`config.mk`:
```
export PLATFORM = sky130hd
export DESIGN_NAME = sub16_serial
export DESIGN_NICKNAME = d
export VERILOG_FILES = /design/src/rtl/sub16_serial_pkg.sv /design/src/rtl/sub16_serial_sub4_cla.sv /design/src/rtl/sub16_serial.sv
export SDC_FILE = /design/constraint.sdc
export NUM_CORES = 1
export LEC_CHECK = 0
export CORE_ASPECT_RATIO = 1.4
export CORE_MARGIN = 5
export CORE_UTILIZATION = 46
export CTS_CLUSTER_SIZE = 14
export DETAILED_ROUTE_END_ITERATION = 12
export PLACE_DENSITY = 0.76
export RECOVER_POWER = 50
export SLEW_MARGIN = 20
export SYNTH_ARGS = -nofsm -noshare
export SYNTH_HDL_FRONTEND = slang
export SYNTH_SLANG_ARGS = --single-unit
```
`constraint.sdc`:
```
create_clock -name clk -period 3.35 [get_ports clk]
set_input_delay 0.335 -clock clk [delete_from_list [all_inputs] [get_ports clk]]
set_output_delay 0.335 -clock clk [all_outputs]
set_load 0.1 [all_outputs]
```
`src/rtl/sub16_serial_pkg.sv`:
```
// rtl/sub16_serial_pkg.sv - shared types, constants and flag helper for sub16_serial
//
// Purpose : state encoding, width constants and the flag bundle used by the
//           nibble-serial subtractor, plus the flag computation applied to a
//           finished 16-bit result.
// Ports   : none (package).

package sub16_serial_pkg;

    localparam int WIDTH = 16;
    localparam int NIB   = 4;
    localparam int NNIB  = WIDTH / NIB;

    typedef enum logic [1:0] {
        ST_IDLE = 2'd0,
        ST_CALC = 2'd1,
        ST_DONE = 2'd2
    } state_t;

    typedef struct packed {
        logic carry;
        logic parity;
        logic overflow;
        logic zero;
        logic sign;
    } flags_t;

    // Flag state matching a cleared Z register.
    localparam flags_t FLAGS_RESET = '{carry: 1'b0, parity: 1'b1, overflow: 1'b0,
                                       zero: 1'b1, sign: 1'b0};

    // x/y are the operands as presented (y not inverted), z the final result,
    // cout the raw carry out of the top nibble. For subtraction the carry flag
    // is the borrow, i.e. the inverted raw carry.
    function automatic flags_t calc_flags(input logic [WIDTH-1:0] x,
                                          input logic [WIDTH-1:0] y,
                                          input logic [WIDTH-1:0] z,
                                          input logic             cout,
                                          input logic             is_add);
        flags_t f;
        f.carry    = is_add ? cout : ~cout;
        f.parity   = ~^z;
        f.zero     = (z == '0);
        f.sign     = z[WIDTH-1];
        if (is_add) begin
            f.overflow = (x[WIDTH-1] & y[WIDTH-1] & ~z[WIDTH-1]) |
                         (~x[WIDTH-1] & ~y[WIDTH-1] & z[WIDTH-1]);
        end else begin
            f.overflow = (x[WIDTH-1] & ~y[WIDTH-1] & ~z[WIDTH-1]) |
                         (~x[WIDTH-1] & y[WIDTH-1] & z[WIDTH-1]);
        end
        return f;
    endfunction

endpackage

```
`src/rtl/sub16_serial_sub4_cla.sv`:
```
// rtl/sub16_serial_sub4_cla.sv - 4-bit carry-lookahead nibble stage
//
// Purpose : combinational 4-bit adder with lookahead carries; the caller
//           supplies an already-inverted b and cin=1 to subtract.
// Ports   : a[3:0], b[3:0] operands; cin carry in;
//           s[3:0] sum; cout carry out of bit 3.

module sub4_cla (
    input  logic [3:0] a,
    input  logic [3:0] b,
    input  logic       cin,
    output logic [3:0] s,
    output logic       cout
);

    logic [3:0] w_p;
    logic [3:0] w_g;
    logic [4:0] w_c;

    assign w_p = a ^ b;
    assign w_g = a & b;

    assign w_c[0] = cin;
    assign w_c[1] = w_g[0] | (w_p[0] & cin);
    assign w_c[2] = w_g[1] | (w_p[1] & w_g[0]) | (w_p[1] & w_p[0] & cin);
    assign w_c[3] = w_g[2] | (w_p[2] & w_g[1]) | (w_p[2] & w_p[1] & w_g[0]) |
                    (w_p[2] & w_p[1] & w_p[0] & cin);
    assign w_c[4] = w_g[3] | (w_p[3] & w_g[2]) | (w_p[3] & w_p[2] & w_g[1]) |
                    (w_p[3] & w_p[2] & w_p[1] & w_g[0]) |
                    (w_p[3] & w_p[2] & w_p[1] & w_p[0] & cin);

    assign s    = w_p ^ w_c[3:0];
    assign cout = w_c[4];

endmodule

```
`src/rtl/sub16_serial.sv`:
```
// rtl/sub16_serial.sv - nibble-serial 16-bit subtractor with flags
//
// Purpose : computes Z = X - Y four bits per cycle through one reused
//           lookahead nibble stage and registers Carry/Parity/Overflow/
//           Zero/Sign with the result. Optional macro SUB16_ADDMODE_EN adds
//           the op port (0 = subtract, 1 = add).
// Ports   : clk, rst_n (async active-low);
//           in_valid/in_ready handshake with X, Y (and op) operands;
//           out_valid/out_ready handshake with Z and the five flags.

module sub16_serial
    import sub16_serial_pkg::*;
(
    input  logic             clk,
    input  logic             rst_n,
    input  logic             in_valid,
    output logic             in_ready,
    input  logic [WIDTH-1:0] X,
    input  logic [WIDTH-1:0] Y,
`ifdef SUB16_ADDMODE_EN
    input  logic             op,
`endif
    output logic             out_valid,
    input  logic             out_ready,
    output logic [WIDTH-1:0] Z,
    output logic             Carry,
    output logic             Parity,
    output logic             Overflow,
    output logic             Zero,
    output logic             Sign
);

    localparam int IDXW = $clog2(NNIB);
    localparam logic [IDXW-1:0] LAST_IDX = IDXW'(NNIB - 1);

    state_t           r_state;
    state_t           w_state_nxt;
    logic [WIDTH-1:0] r_x;
    logic [WIDTH-1:0] r_y;
    logic [WIDTH-1:0] r_z;
    logic [IDXW-1:0]  r_idx;
    logic             r_carry;
    flags_t           r_flags;

    logic             w_accept;
    logic             w_last;
    logic             w_op_in;
    logic             w_op;
    logic [NIB-1:0]   w_a;
    logic [NIB-1:0]   w_b;
    logic [NIB-1:0]   w_s;
    logic             w_cout;
    logic [WIDTH-1:0] w_z_final;

`ifdef SUB16_ADDMODE_EN
    logic r_op;
    assign w_op_in = op;
    assign w_op    = r_op;
`else
    assign w_op_in = 1'b0;
    assign w_op    = 1'b0;
`endif

    assign w_accept = in_valid & in_ready;
    assign w_last   = (r_idx == LAST_IDX);

    // State register
    always_ff @(posedge clk or negedge rst_n) begin
        if (!rst_n) begin
            r_state <= ST_IDLE;
        end else begin
            r_state <= w_state_nxt;
        end
    end

    // Next-state logic
    always_comb begin
        w_state_nxt = r_state;
        case (r_state)
            ST_IDLE: if (in_valid) w_state_nxt = ST_CALC;
            ST_CALC: if (w_last)   w_state_nxt = ST_DONE;
            ST_DONE: if (out_ready) w_state_nxt = ST_IDLE;
            default: w_state_nxt = ST_IDLE;
        endcase
    end

    // Handshake outputs
    always_comb begin
        in_ready  = 1'b0;
        out_valid = 1'b0;
        case (r_state)
            ST_IDLE: in_ready  = 1'b1;
            ST_DONE: out_valid = 1'b1;
            default: ;
        endcase
    end

    // Current nibble of the operands; subtraction feeds ~Y into the adder.
    assign w_a = r_x[{r_idx, 2'b00} +: NIB];
    assign w_b = w_op ? r_y[{r_idx, 2'b00} +: NIB] : ~r_y[{r_idx, 2'b00} +: NIB];

    sub4_cla u_cla (
        .a    (w_a),
        .b    (w_b),
        .cin  (r_carry),
        .s    (w_s),
        .cout (w_cout)
    );

    // The top nibble is still in flight on the last cycle, so the flags see
    // the freshly computed nibble spliced onto the lower twelve bits.
    assign w_z_final = {w_s, r_z[WIDTH-NIB-1:0]};

    // Datapath registers
    always_ff @(posedge clk or negedge rst_n) begin
        if (!rst_n) begin
            r_x     <= '0;
            r_y     <= '0;
            r_z     <= '0;
            r_idx   <= '0;
            r_carry <= 1'b0;
            r_flags <= FLAGS_RESET;
        end else if (r_state == ST_IDLE) begin
            if (w_accept) begin
                r_x     <= X;
                r_y     <= Y;
                r_idx   <= '0;
                // Subtract seeds carry-in 1 (two's complement of Y).
                r_carry <= ~w_op_in;
            end
        end else if (r_state == ST_CALC) begin
            r_z[{r_idx, 2'b00} +: NIB] <= w_s;
            r_carry                    <= w_cout;
            r_idx                      <= r_idx + 1'b1;
            if (w_last) begin
                r_flags <= calc_flags(r_x, r_y, w_z_final, w_cout, w_op);
            end
        end
    end

`ifdef SUB16_ADDMODE_EN
    always_ff @(posedge clk or negedge rst_n) begin
        if (!rst_n) begin
            r_op <= 1'b0;
        end else if (w_accept) begin
            r_op <= op;
        end
    end
`endif

    assign Z        = r_z;
    assign Carry    = r_flags.carry;
    assign Parity   = r_flags.parity;
    assign Overflow = r_flags.overflow;
    assign Zero     = r_flags.zero;
    assign Sign     = r_flags.sign;

endmodule

```
; After elaboration in Yosys (flattened, before gate mapping)
; Cells that the tools add are included.
; W data, S select, Z words.
[word_totals]
word_cells = 87
in_bits = 36
regBits = 58
[classes]
addsub = 2
reduce_logical = 9
mux = 13
n_bitwise = 41
eq_ne = 7
shifts = 4
[op_table]
columns = op, n
row1 = $shiftx A16 B5 Y4, 2
row2 = $and A1 B1 Y1, 21
row3 = $bwmux W16, 1
row4 = $logic_not A16 Y1, 1
row5 = $reduce_xnor A16 Y1, 1
row6 = $shift A4 B6 Y16 const A, 1
row7 = $shiftx A4 B6 Y16, 1
row8 = $mux W2, 6
row9 = $or A1 B1 Y1, 11
row10 = $ne A2 B2 Y1 const B, 4
row11 = $xor A4 B4 Y4, 2
row12 = $neg A4 Y6, 1
row13 = $pmux W2 S3, 1
row14 = $reduce_and A2 Y1, 3
row15 = $reduce_and A3 Y1, 2
row16 = $mux W1, 5
row17 = $not A1 Y1, 5
row18 = $and A4 B4 Y4, 1
row19 = $eq A2 B2 Y1 const B, 2
row20 = $not A4 Y4, 1
row21 = $add A2 B1 Y2 const B, 1
row22 = $eq A2 B1 Y1 const B, 1
row23 = $logic_not A2 Y1, 1
row24 = $reduce_bool A2 Y1, 1

; Longest topological paths before layout
[logic_depth]
depth_word = 11
mapped_depth = 11
depth_no_buf = 10

; Cells and area by module
; Synthesis repeated with hierarchy kept, for this count alone.
[unflattened]
hier_cells = 307
area_unflattened_um2 = 2969.1
[by_module_without_submodules]
columns = mod, cells_each, area_each_um2, seq_area_each_um2, instances
row1 = sub16_serial, 290, 2821.5, 1453.9, 1
row2 = sub4_cla, 17, 147.6, 0.0, 1

; Worst setup path after synthesis
; OpenSTA, ideal clock, no wires.
[synth_path]
kind = register to register
startpoint = reg r_idx[0]
endpoint = reg r_flags, in the netlist Parity
setup_ns = 0.082
t_required_ns = 3.268
path_stages_with_launch = 11
arrival_time_ns = 3.169
setup_slack_ns = 0.099
path_cell_list = dfrtp_1 > buf_2 > mux4_2 > fa_1 > xor2_1 > ha_1 > xor2_1 > xnor2_1 > xnor2_1 > xnor3_1 > mux2_2
[synth_via]
elab_chain_len = 9
word_cells_on_any_way = 24
[synth_lines]
columns = element, line_no
row1 = "start, declared", sub16_serial.sv:41  ; logic [IDXW-1:0] r_idx;
row2 = "start signal, assigned", sub16_serial.sv:134  ; r_idx <= r_idx + 1'b1;
row3 = $shiftx A16 B5 Y4, sub16_serial.sv:100  ; assign w_b = w_op ? r_y[{r_idx, 2'b00} +: NIB] : ~r_y[{r_idx, 2'b00} +: NIB];
row4 = $not A4 Y4, sub16_serial.sv:100
row5 = $xor A4 B4 Y4 / $and A4 B4 Y4 (equally long branches), "sub16_serial_sub4_cla.sv:20, sub16_serial_sub4_cla.sv:21"
row6 = "$and A1 B1 Y1, on equally long branches", "sub16_serial_sub4_cla.sv:26, sub16_serial_sub4_cla.sv:27"
row7 = "$or A1 B1 Y1, or another cell as far along", sub16_serial_sub4_cla.sv:26  ; assign w_c[3] = w_g[2] | (w_p[2] & w_g[1]) | (w_p[2] & w_p[1] & w_g[0]) |
row8 = $or A1 B1 Y1 / $and A1 B1 Y1 (equally long branches), "sub16_serial_sub4_cla.sv:26, sub16_serial_sub4_cla.sv:27"
row9 = $or A1 B1 Y1, sub16_serial_sub4_cla.sv:26
row10 = $xor A4 B4 Y4, sub16_serial_sub4_cla.sv:32  ; assign s = w_p ^ w_c[3:0];
row11 = $reduce_xnor A16 Y1, sub16_serial_pkg.sv:42  ; f.parity = ~^z;
row12 = "end signal, assigned", sub16_serial.sv:136  ; r_flags <= calc_flags(r_x, r_y, w_z_final, w_cout, w_op);
row13 = "end, declared", sub16_serial.sv:43  ; flags_t r_flags;
; Parallel ways exist; a longest one is shown, timed or not.
; A chain may end at the register's enable or synchronous reset.

; Final worst setup path
; Ends and elaborated chain as after synthesis.

==> run_results.csv <==
group,metric,value,unit
status,status,"finished with violations",
status,violations,"capacitance limit, slew limit",
sta,fin_skew,0.00494,ns
critical_path,critical_path.max_fanout,7,
detailed_routing,wl,5610,um
cells_and_area,antenna_cells,0,
detailed_routing,dr.pass1.iters,4,
clock_network,numCtsBuffers,9,
sta,setup_violations,0,
die,io_pins,59,
synth,netlist_area,2910,sq um
synth,synth_top_cell_by_area,"dfrtp_1",
die,die_area,8040,sq um
critical_path,critPathRequiredTime,3.60,ns
sta,max_freq,315,MHz
sta,finalSetupTns,0,ns
synth,synthTopCellsByArea,"dfrtp_1 (48%), mux2_2 (14%), ha_1 (7.7%)",
synth,ys_ff_latch,58,
clock_network,cts_sinks,58,
global_routing,grt_usage,14.4,%
flow_run,maxCapViolations,2,
sta,slew_viol_final,86,
sta,final-hold-violation-count,0,
detailed_routing,first_iter_violations,72,
die,die_h,104,um
global_routing,grt_max_degree,49,
detailed_routing,vias,1926,
synth,synth.avg_cell_area,12.8,sq um
die,fp.dieW,77.2,um
clock_network,cts_tree,"done",
synth,ys_seq_area_share,49.9,%
synth,synthArstFlopShare,100,%
critical_path,critPathCaptureType,"flop",
synth,ys_warn_count,0,
synth,yosysTopAreaCellShare,48.1,%
sta,relSlewSlack,-66.6,%
critical_path,ff2ff_setup_slack,0.18,ns
min_path,hold_path.class,"reg2reg",
place,portBuffers,58,
cells_and_area,drive_gt1_share,22.1,%
sta,fin_crit,3.17,ns
detailed_routing,wl_per_cell,15.1,um
sta,post-route-period-util,94.6,%
synth,syn-num-nets,283,
global_routing,grt_pass1_wl,9330,um
cells_and_area,final_nets,349,
cells_and_area,n_fill_cell,519,
sta,worst_slew_pin_slew,2.50,ns
critical_path,arrival,3.42,ns
clock_network,cts_setup_buffers,0,
clock_network,clkTransAtPathRegs,0.06,ns
detailed_routing,postRouteAntennaNets,0,
global_routing,grt_overflow_total,0,
synth,synthCells,228,
clock_network,clock_path_buffers,2,
place,routabilityCongestion,0.809,
global_routing,grt_pass1_vias,1977,
synth,synth_edf_count,0,
place,place_hpwl,4210,um
synth,synthFlopType,"dfrtp_1",
die,start_util,46.9,%
cells_and_area,area_growth,29.1,%
detailed_routing,drc,0,
synth,synth.distinct_cells,33,
clock_network,cts_root_buf,"clkbuf_8",
die,num_rows,34,
clock_network,clk_latency,0.33,ns
clock_network,htreeDepth,3,
die,coreArea,6210,sq um
detailed_routing,vias_per_cell,5.19,
critical_path,startpoint_type,"flop",
global_routing,antenna_found_initial,0,
critical_path,worstSetupPathType,"reg2reg",
sta,rsz0062_at_grt,"false",
[placed cells by master, fill, tap and decap left out, types with 8 or more instances in the layout]
cell,instances
clkdlybuf4s50_1,57
inv_1,23
a22o_1,8
clkbuf_8,9
o31ai_1,9
mux4_2,8
ha_1,18
dfrtp_1,56
nand2_1,17
mux2_2,35
[cells in the mapped netlist, drive strengths merged, types with 4 or more instances]
library cell,count
o31ai,9
xnor2,5
mux4,8
inv,23
buf,5
mux2,35
nor2,6
a22o,8
xor2,4
ha,18
nand2,17
dfrtp,56
o21ai,7
[metal layers]
metal,track usage (%),routed length [um],vias to the layer above
li1,-,-,928
met1,16.7,2250,951
met2,25.0,3030,42
met3,4.33,269,5
met4,4.67,59,0
met5,0,0,-
[repair_timing]
item / in CTS / in global routing
setup endpoints to repair: 0 / 1
hold buffers: 0 / 0
gates resized for setup: 0 / 1
[metrics by stage]
| stage | hold slack, ns | area [sq um] | utilization, % | cells | setup WS, ns |
|---|---|---|---|---|---|
| 5_1_grt | 0.520 | 3760 | 60.5 | 371 | 0.0295 |
| 3_5_place_dp | 0.480 | 3580 | 57.6 | 355 | 0.0727 |
| 4_1_cts | 0.229 | 3760 | 60.6 | 371 | 0.0574 |
| 6_report | 0.492 | 3760 | 60.5 | 371 | 0.180 |
| 3_3_place_gp | 0.465 | 3580 | 57.6 | 355 | 0.138 |
| 2_1_floorplan | 0.0394 | 2910 | - | 228 | 0.0991 |
[critical path, cell delays in order (launching register included)]
cell,delay [ns]
dfrtp_1,0.52
mux4_2,0.58
fa_1,0.43
xor2_2,0.29
ha_1,0.29
xor2_1,0.17
xnor2_1,0.19
xnor2_1,0.14
xnor3_1,0.22
mux2_2,0.27
[kinds of logic (layout without fill, tap and decap cells)]
| family | after synthesis | after routing | share of synthesized area [%] |
|---|---|---|---|
| xor gates and xnor gates | 10 | 10 | 4.13 |
| AOI/OAI and AO/OA | 30 | 30 | 7.52 |
| and+or+nand+nor | 37 | 37 | 5.89 |
| adders and majority gates | 19 | 19 | 8.42 |
| DFF | 58 | 58 | 49.9 |
| muxes | 44 | 44 | 20.1 |
| buffers and inverters | 30 | 101 | 4.04 |
[cell type report]
type	instances	area, sq um	share of cell area (%)
Sequential cell	58	1450	38.7
Clock buffer	10	128	3.39
Inverter	23	86.3	2.30
Multi-Input combinational cell	140	1350	35.8
Timing Repair Buffer	62	597	15.9
Clock inverter	6	57.6	1.53
Tap cell	72	90.1	2.40
[state kept, by name (all words and copies together) (netlist names)]
signal,cells
Z,16
Parity,1
r_state,2
r_idx,2
Sign,1
r_y,16
r_x,16
Carry,1
r_carry,1
Zero,1
Overflow,1
[final timing paths]
kind / from / to / depth (start not counted)
max in group asynchronous: rst_n / r_state[0]$_DFFE_PN0P_ / 2
hold / removal: Overflow$_DFFE_PN0P_ / Overflow$_DFFE_PN0P_ / 2
min in group asynchronous: rst_n / r_y[13]$_DFFE_PN0P_ / 1
setup reg to reg: r_idx[0]$_DFFE_PN0P_ / Parity$_DFFE_PN1P_ / 9
hold reg to reg: Overflow$_DFFE_PN0P_ / Overflow$_DFFE_PN0P_ / 2
setup / recovery: r_idx[0]$_DFFE_PN0P_ / Parity$_DFFE_PN1P_ / 9
Power is left out: the tool's default activity adds up to more than one toggle a clock period on the data nets, which glitch-free logic cannot reach.
